`src/rtl/mux_scan_ctrl.sv`:
```
// Parallel-to-serial sequencer for an external 8-to-1 mux. It walks mux_select 0..7 and samples
// the mux output at the end of each slot. The resulting serial stream is emitted LSB first.
module mux_scan_ctrl #(
  parameter int unsigned WIDTH       = 8,
  parameter int unsigned SEL_W       = 3,
  parameter int unsigned HOLD_CYCLES = 1
) (
  input  logic             clk,
  input  logic             rst_n,
  input  logic             load_valid,
  output logic             load_ready,
  input  logic [WIDTH-1:0] load_data,
  input  logic             abort,
  output logic             mux_enable,
  output logic [SEL_W-1:0] mux_select,
  output logic [WIDTH-1:0] mux_data,
  input  logic             mux_bit,
  output logic             bit_out,
  output logic             bit_valid,
  output logic             done
);

  localparam int unsigned HoldW = (HOLD_CYCLES > 1) ? $clog2(HOLD_CYCLES) : 1;
  localparam logic [HoldW-1:0] HoldLast = HoldW'(HOLD_CYCLES - 1);
  localparam logic [SEL_W-1:0] BitLast  = SEL_W'(WIDTH - 1);

  typedef enum logic [1:0] {StIdle, StScan, StDone} state_e;

  state_e             state_q, state_d;
  logic [HoldW-1:0]   hold_q, hold_d;
  logic [SEL_W-1:0]   bit_cnt_q, bit_cnt_d;
  logic               en_q, en_d;
  logic [SEL_W-1:0]   sel_q, sel_d;
  logic [WIDTH-1:0]   data_q, data_d;
  logic               bit_out_q, bit_out_d;
  logic               bit_valid_q, bit_valid_d;
  logic               done_q, done_d;

  always_ff @(posedge clk or negedge rst_n) begin
    if (!rst_n) begin
      state_q     <= StIdle;
      hold_q      <= '0;
      bit_cnt_q   <= '0;
      en_q        <= 1'b0;
      sel_q       <= '0;
      data_q      <= '0;
      bit_out_q   <= 1'b0;
      bit_valid_q <= 1'b0;
      done_q      <= 1'b0;
    end else begin
      state_q     <= state_d;
      hold_q      <= hold_d;
      bit_cnt_q   <= bit_cnt_d;
      en_q        <= en_d;
      sel_q       <= sel_d;
      data_q      <= data_d;
      bit_out_q   <= bit_out_d;
      bit_valid_q <= bit_valid_d;
      done_q      <= done_d;
    end
  end

  always_comb begin
    state_d     = state_q;
    hold_d      = hold_q;
    bit_cnt_d   = bit_cnt_q;
    en_d        = en_q;
    sel_d       = sel_q;
    data_d      = data_q;
    bit_out_d   = bit_out_q;
    bit_valid_d = 1'b0;
    done_d      = 1'b0;

    case (state_q)
      StIdle: begin
        en_d  = 1'b0;
        sel_d = '0;
        // abort has priority over an incoming word
        if (load_valid && !abort) begin
          data_d    = load_data;
          en_d      = 1'b1;
          hold_d    = '0;
          bit_cnt_d = '0;
          state_d   = StScan;
        end
      end
      StScan: begin
        if (abort) begin
          state_d   = StIdle;
          en_d      = 1'b0;
          sel_d     = '0;
          hold_d    = '0;
          bit_cnt_d = '0;
        end else if (hold_q == HoldLast) begin
          bit_out_d   = mux_bit;
          bit_valid_d = 1'b1;
          hold_d      = '0;
          if (bit_cnt_q == BitLast) begin
            state_d   = StDone;
            done_d    = 1'b1;
            en_d      = 1'b0;
            sel_d     = '0;
            bit_cnt_d = '0;
          end else begin
            sel_d     = sel_q + SEL_W'(1);
            bit_cnt_d = bit_cnt_q + SEL_W'(1);
          end
        end else begin
          hold_d = hold_q + HoldW'(1);
        end
      end
      StDone: begin
        state_d = StIdle;
      end
      default: begin
        state_d = StIdle;
        en_d    = 1'b0;
        sel_d   = '0;
      end
    endcase
  end

  assign load_ready = (state_q == StIdle);
  assign mux_enable = en_q;
  assign mux_select = sel_q;
  assign mux_data   = data_q;
  assign bit_out    = bit_out_q;
  assign bit_valid  = bit_valid_q;
  assign done       = done_q;

endmodule

```
`config.mk`:
```
export PLATFORM = sky130hd
export DESIGN_NAME = mux_scan_ctrl
export DESIGN_NICKNAME = d
export VERILOG_FILES = /design/src/rtl/mux_scan_ctrl.sv
export SDC_FILE = /design/constraint.sdc
export NUM_CORES = 1
export LEC_CHECK = 0
export ABC_AREA = 1
export BUFFER_PORTS_ARGS = -buffer_cell sky130_fd_sc_hd__buf_2
export CORE_MARGIN = 2
export CORE_UTILIZATION = 55
export CTS_BUF_LIST = sky130_fd_sc_hd__clkbuf_4 sky130_fd_sc_hd__clkbuf_8
export DETAILED_ROUTE_END_ITERATION = 10
export PLACE_DENSITY = 0.93
export SYNTH_ARGS = -nofsm -noshare
export SYNTH_HDL_FRONTEND = slang
export SYNTH_SLANG_ARGS = --single-unit
export TNS_END_PERCENT = 20
```
`constraint.sdc`:
```
create_clock -name clk -period 2.1 [get_ports clk]
set_input_delay 0.525 -clock clk [delete_from_list [all_inputs] [get_ports clk]]
set_output_delay 0.525 -clock clk [all_outputs]
set_load 0.01 [all_outputs]
```
# Word level (Yosys, flattened, before mapping)
# Cells that the tools add are included.
[totals]
register_bits = 21
in_bits = 13
out_inout_bits = 16
word_cells = 62
[classes]
add_sub_neg = 3
eq_ne = 6
muxes = 30
bitwise_logic = 3
n_reduce_logical = 11
[op_table]
columns = ["op", "n"]
rows = [
  ["$mux W3", 7],
  ["$mux W1", 14],
  ["$pmux W3 S2", 2],
  ["$reduce_and A3 Y1", 4],
  ["$mux W2", 4],
  ["$add A3 B1 Y3 const B", 2],
  ["$ne A3 B3 Y1 const B", 2],
  ["$reduce_and A2 Y1", 3],
  ["$pmux W2 S2", 1],
  ["$eq A3 B3 Y1 const B", 1],
  ["$not A1 Y1", 3],
  ["$pmux W1 S3", 1],
  ["$eq A2 B1 Y1 const B", 1],
  ["$eq A2 B2 Y1 const B", 1],
  ["$logic_not A2 Y1", 1],
  ["$ne A2 B1 Y1 const B", 1],
  ["$pmux W1 S2", 1],
  ["$reduce_bool A2 Y1", 1],
  ["$add A1 B1 Y1 const B", 1],
  ["$logic_and A1 B1 Y1", 1],
  ["$logic_not A1 Y1", 1],
]

# Logic depth before layout (Yosys ltp)
# Gate-level depths: netlist of the first run.
[depth]
depth_word = 5
ltp_mapped = 7
depth_no_buf = 7

# Worst setup path before layout of the first run
# No wires, ideal clock.
[synth_timing]
path_kind = "register -> register"
from = "register bit_cnt_q[0]"
to = "register en_q (netlist: mux_enable)"
setup_ns = 0.065
arrival_time_ns = 1.104
t_required_ns = 2.035
path_slack_ns = 0.931
stages_incl_launch_ff = 8
n_path_buf = 0
period_less_slack_ns = 1.169
path_cell_list = "dfrtp_1 > ha_1 > ha_1 > nor2_1 > nand2_1 > nand2_1 > nand2_1 > nand2_1"
[synth_between]
elab_chain_cells = 3
[synth_rtl]
columns = ["item", "line", "source"]
rows = [
  ["start, declared", "31", "logic [SEL_W-1:0] bit_cnt_q, bit_cnt_d;"],
  ["start signal, assigned", "53", "bit_cnt_q <= bit_cnt_d;"],
  ["$eq A3 B3 Y1", "98", "if (bit_cnt_q == BitLast) begin"],
  ["$ne A3 B3 Y1 (no line)", "--", ""],
  ["$reduce_and A3 Y1 (no line)", "--", ""],
  ["end signal, assigned", "54", "en_q <= en_d;"],
  ["end, declared", "32", "logic en_q, en_d;"],
]
# Every way passes these cells.
# A chain may end at the register's enable or synchronous reset.

# Final worst setup path of the first run
[layout_timing]
from = "register state_q[0]"
to = "output load_ready"
[layout_between]
elab_chain_cells = 1
[layout_rtl]
columns = ["item", "line", "source"]
rows = [
  ["start, declared", "29", "state_e state_q, state_d;"],
  ["start signal, assigned", "41", "state_q <= StIdle;"],
  ["start signal, assigned", "51", "state_q <= state_d;"],
  ["$logic_not A2 Y1", "123", "assign load_ready = (state_q == StIdle);"],
  ["end, declared", "11", "output logic load_ready,"],
]
# Every way passes these cells.

==> results of run 1 <==
==> placed cells by master, fill, tap and decap left out <==
| cell | netlist | final |
|---|---|---|
| clkbuf_4 | 0 | 3 |
| inv_2 | 2 | 2 |
| o21ai_2 | 8 | 8 |
| nand2_1 | 20 | 20 |
| buf_2 | 0 | 28 |
| nor2_1 | 5 | 5 |
| o21ai_1 | 3 | 3 |
| nor2_2 | 2 | 2 |
| nand2_2 | 8 | 8 |
| xnor2_1 | 1 | 1 |
| nand3_2 | 4 | 4 |
| inv_1 | 12 | 12 |
| ha_1 | 3 | 3 |
| clkbuf_8 | 0 | 1 |
| dfrtp_1 | 20 | 20 |
==> worst register-to-register path: stages, from the launching register on <==
cell and delay (ps):
dfrtp_1 430, nor2_2 160, nand3_2 470, nand2_1 240
o21ai_2 70
==> area by class of cell <==
| type | instances | area share [%] |
|---|---|---|
| clock buffer | 4 | 3.37 |
| inverter | 14 | 4.88 |
| multi-input combinational | 54 | 30.4 |
| sequential | 20 | 46.5 |
| tap | 16 | 1.86 |
| timing repair buffer | 28 | 13.0 |
==> sequential cells by signal, indices dropped and copies added, names as in the netlist <==
signal and cells:
bit_cnt_q 3, bit_out 1, bit_valid 1, done 1
mux_data 8, mux_enable 1, mux_select 3, state_q 2
==> metal layers <==
layer	up-vias	part of all wire (%)	global-route usage, %
li1	334	-	-
met1	289	46	22.7
met2	14	50	24.6
met3	0	4.3	3.67
met4	0	0	7.27
met5	-	0	0
==> power groups by stage <==
stage          sequential [W]  clock (W)  combinational [W]
2_1_floorplan        0.000493          0          0.0000956
3_3_place_gp         0.000474          0           0.000180
3_5_place_dp         0.000476          0           0.000184
4_1_cts              0.000468   0.000225           0.000185
5_1_grt              0.000474   0.000238           0.000203
6_report             0.000467   0.000213           0.000182
==> worst max path at each step <==
stage | start | to | slack (ps) | cells after the start
3_3_place_gp | abort | mux_data[3] | 520 | 5
2_1_floorplan | bit_cnt_q[0] | mux_enable | 930 | 7
5_1_grt | state_q[0] | load_ready | 500 | 2
3_5_place_dp | abort | mux_data[3] | 460 | 5
4_1_cts | state_q[0] | load_ready | 530 | 2
6_report | state_q[0] | load_ready | 540 | 2
==> per-stage QoR <==
| step | setup WS [ps] | total power (W) | instance area [um^2] |
|---|---|---|---|
| 6_report | 542 | 0.000862 | 1080 |
| 5_1_grt | 496 | 0.000914 | 1080 |
| 4_1_cts | 526 | 0.000879 | 1080 |
| 3_5_place_dp | 458 | 0.000660 | 1040 |
| 3_3_place_gp | 517 | 0.000654 | 1040 |
| 2_1_floorplan | 931 | 0.000589 | 903 |
==> cell families after synthesis <==
kind of cell             after synthesis  share of synthesized area [%]
buffers and inverters                 16                           8.31
XOR/XNOR                               1                          0.970
flip-flops                            20                           55.4
adder cells (fa/ha/maj)                3                           4.16
AND/OR/NAND/NOR                       39                           21.7
AO/OA/AOI/OAI                         11                           9.42
==> impl_metrics.py, run 1 <==
metrics = {
    "outcome": {
        "status": "completed",
    },
    "cells_and_area": {
        "finish.utilization_pct": 70.7,
        "final-instance-count-excl-fill": 136,
        "multi_input_area_um2": 328,
        "nFillCells": 119,
        "layout-drive-gt1-share_pct": 46.7,
        "layout.nets": 137,
        "insertedDiodeCount": 0,
        "area_delta_synth_final_pct": 19.3,
        "seq_area_um2": 500,
    },
    "setup_path": {
        "crit_path_cell_trace": "nor2_2, buf_2",
        "cp-end-kind": "output port",
        "path_class": "reg -> out",
        "cp_max_fo": 4,
        "r2r-end": "mux_data[3]",
        "worst-r2r-cell-count": 4,
        "required_ps": 1570,
        "worstPathArrival_ps": 1030,
        "cp.buffers_inverters": 1,
        "critPathSlowestCell": "dfrtp_1",
        "r2r-start": "state_q[0]",
        "critPathLaunchType": "register",
        "crit_family": "flip-flops",
        "slowest_delay_ps": 430,
        "rrSetupSlack_ps": 600,
    },
    "floorplanning": {
        "die_y_um": 44.5,
        "dieArea_um2": 1980,
        "num_io_pins": 29,
        "rows": 14,
        "core_um2": 1520,
        "initial_utilization_pct": 59.3,
        "die_x_um": 44.5,
    },
    "logic_synthesis": {
        "ys_seq_area_share_pct": 55.4,
        "syn_avg_cell_area_um2": 10.0,
        "ys_warn_count": 0,
        "synthDominantAreaCellType": "dfrtp_1",
        "yosys-top-cells-count": "dfrtp_1, nand2_1, inv_1",
        "synth_top_cell_area_share_pct": 55.4,
        "synth_cells": 90,
        "syn-num-nets": 106,
        "synth_area_leaders": "dfrtp_1, nand2_1, o21ai_2",
        "synth-async-reset-ratio_pct": 100,
        "synth-edff-count": 0,
        "ys_seq_elements": 20,
        "ys_types": 13,
        "synth_ff_type": "dfrtp_1",
        "synth_area_um2": 903,
    },
    "clock_tree": {
        "cts_inserted_buffers": 3,
        "clk_pin_slew_ps": 100,
        "root_buffer": "clkbuf_4",
        "clk_latency_ps": 290,
        "cts.sinks": 20,
        "post-cts-setup-buffers": 0,
        "cts_resized": 0,
        "cts_max_path_buffers": 2,
        "ctsHoldBuffers": 0,
        "cts-htree-levels": 1,
        "cts_tree": "done",
    },
    "sta": {
        "fin_crit_ps": 1560,
        "rsz0062_at_grt": "false",
        "setup_viol": 0,
        "fin_crit_sh_pct": 74.2,
        "finClkSkew_ps": 2.50,
        "relSlewSlack_pct": 60.8,
        "tightest_slew_ps": 588,
        "drv_slew": 0,
        "maxClockFrequency_mhz": 642,
        "finalSetupTns_ps": 0,
        "hold_viol": 0,
        "hold_ws_ps": 151,
    },
    "global_routing": {
        "overflow": 0,
        "grt_pass1_wl_um": 2390,
        "grt_max_degree": 22,
        "grt_usage_pct": 16.4,
        "antenna_found_initial": 0,
        "grt_pass1_vias": 593,
    },
    "placement": {
        "port_buffers": 28,
        "place_inst": 132,
        "gp_congestion": 0.792,
        "dp_hpwl_um": 1110,
    },
    "power": {
        "switching_share_pct": 28.3,
        "power.density_nw_per_um2": 800,
        "p_int_w": 0.000618,
        "pwr-share-seq_pct": 54.2,
        "p_switching_w": 0.000244,
        "combPwrFrac_pct": 21.1,
        "leakage_nw": 0.628,
        "clockPowerShare_pct": 24.7,
        "ir_worst_vdd_mv": 0.464,
    },
    "route": {
        "vias": 637,
        "wl_per_cell_um": 10.5,
        "totalWireLength_um": 1430,
        "drt_iter0_markers": 13,
        "drc": 0,
        "dr.pass1.iters": 4,
        "ant_nets": 0,
        "viasPerCell": 4.68,
    },
    "run": {
        "drv_cap": 0,
    },
    "worst_hold_path": {
        "hold_class": "in -> async",
    },
}
No activity file was read; power rests on OpenSTA's default activity.
==> inputs of run 2 (changes only) <==
Settings changed: CORE_UTILIZATION 55 to 46, PLACE_DENSITY 0.93 to 0.84.
Clock period 2.1 ns to 1.42 ns, I/O delays scaled along.
==> run 2 against run 1 <==
Sequential share of layout area decreased by 1.6 points. First-iteration DRC count decreased by 54%. Clock power increased by 22%. Highest routed layer is now met4.
==> impl_metrics.py, run 2 (synthesis gave the netlist of run 1 again) <==
metrics = {
    "power": {
        "leakage_nw": 0.640,
        "clockPowerShare_pct": 21.0,
        "switching_share_pct": 29.8,
        "p_switching_w": 0.000369,
        "power.density_nw_per_um2": 1110,
        "ir_worst_vdd_mv": 0.519,
        "pwr-share-seq_pct": 55.7,
        "combPwrFrac_pct": 23.3,
        "p_int_w": 0.000869,
    },
    "setup_path": {
        "critPathSlowestCell": "dfrtp_1",
        "cp-end-kind": "output port",
        "cp_max_fo": 3,
        "slowest_delay_ps": 410,
        "crit_path_cell_trace": "nor2_2, buf_2",
        "required_ps": 1070,
        "path_class": "reg -> out",
        "critPathLaunchType": "register",
        "worstPathArrival_ps": 1000,
    },
    "clock_tree": {
        "cts_resized": 0,
        "cts_inserted_buffers": 3,
        "clk_pin_slew_ps": 100,
        "clk_latency_ps": 290,
        "cts_max_path_buffers": 2,
        "root_buffer": "clkbuf_4",
        "cts.sinks": 20,
        "cts-htree-levels": 1,
        "cts_tree": "done",
    },
    "sta": {
        "fin_crit_sh_pct": 95.6,
        "setup_viol": 0,
        "fin_crit_ps": 1360,
        "finClkSkew_ps": 1.22,
        "hold_ws_ps": 269,
        "hold_viol": 0,
        "drv_slew": 0,
        "maxClockFrequency_mhz": 737,
        "fin_ws_ps": 62.6,
        "tightest_slew_ps": 426,
        "relSlewSlack_pct": 71.6,
    },
    "global_routing": {
        "top_usage_layer": "met2",
        "overflow": 0,
        "grt_usage_pct": 15.4,
        "grt_pass1_vias": 674,
        "grt_max_degree": 21,
        "grtUsageMet2_pct": 28.2,
        "use_met3_pct": 2.16,
        "grt_pass1_wl_um": 2780,
        "grtUsageMet1_pct": 17.1,
        "antenna_found_initial": 0,
    },
    "floorplanning": {
        "rows": 16,
        "num_io_pins": 29,
        "die_y_um": 48.3,
        "core_um2": 1900,
        "initial_utilization_pct": 47.5,
        "dieArea_um2": 2330,
        "die_x_um": 48.3,
    },
    "cells_and_area": {
        "final_common_cell": "buf_2",
        "largest_register_ffs": 8,
        "final_cell_mix": "buf_2, nand2_1, dfrtp_1",
        "area_delta_synth_final_pct": 23.4,
        "layout-drive-gt1-share_pct": 46.7,
        "nFillCells": 172,
        "layout.nets": 140,
        "insertedDiodeCount": 0,
    },
    "placement": {
        "gp_congestion": 0.774,
        "port_buffers": 28,
        "dp_hpwl_um": 1190,
        "post-place-ws_ps": 143,
    },
    "route": {
        "vias": 689,
        "ant_nets": 0,
        "dr.pass1.iters": 4,
        "drt_iter0_markers": 6,
        "totalWireLength_um": 1600,
        "drc": 0,
        "wl_per_cell_um": 10.7,
        "viasPerCell": 4.62,
    },
    "run": {
        "drv_cap": 0,
    },
    "worst_hold_path": {
        "hold_class": "in -> reg",
    },
    "outcome": {
        "status": "completed",
    },
}
## run 2: final timing paths
kind / from / to / slack [ps] / depth (start not counted)
max: state_q[0] / load_ready / 60 / 2
min: mux_bit / bit_out / 270 / 3
max reg2reg: bit_cnt_q[0] / mux_enable / 90 / 7
min reg2reg: bit_out / bit_out / 500 / 2
max in group asynchronous: rst_n / state_q[1] / 570 / 2
min in group asynchronous: rst_n / mux_data[0] / 550 / 2
## run 2: metal layers
metal / wire, um / part of all wire, %
met5: 0 / 0
met4: 19 / 1.2
met3: 50 / 3.1
met2: 856 / 54
met1: 673 / 42
## run 2: through the flow
step | utilization [%] | TNS (ps) | std cells | total power [W] | instance area (um^2)
6_report | 58.6 | 0 | 149 | 0.00124 | 1110
3_3_place_gp | 56.5 | 0 | 144 | 0.000974 | 1070
3_5_place_dp | 56.5 | 0 | 144 | 0.000988 | 1070
2_1_floorplan | - | 0 | 90 | 0.000871 | 903
5_1_grt | 58.6 | -1.66 | 149 | 0.00131 | 1110
4_1_cts | 58.2 | 0 | 148 | 0.00125 | 1110
## run 2: final cells by class
cell class	count	area, um^2	share of cell area [%]
sequential	20	500	44.9
clock buffer	3	22.5	2.02
timing repair buffer	31	178	15.9
inverter	14	52.6	4.71
tap	27	33.8	3.03
multi-input combinational	54	328	29.4
## run 2: worst max-delay path: cells and delay by family, from the launching register on
kind          cells  cell delay, ps
buf+inv           1             150
simple gates      1             150
flops             1             410
## run 2: power by group through the flow
stage / sequential (W) / clock [W] / combinational [W]
global placement: 0.000699 / 0 / 0.000275
CTS: 0.000692 / 0.000269 / 0.000288
floorplan: 0.000730 / 0 / 0.000141
global route: 0.000698 / 0.000292 / 0.000324
finish: 0.000690 / 0.000260 / 0.000288
detailed placement: 0.000703 / 0 / 0.000284
## run 2: repair_timing
item,CTS,global route
hold endpoints to repair,20,0
setup endpoints to repair,0,1
hold buffers,1,0
setup buffers,0,1
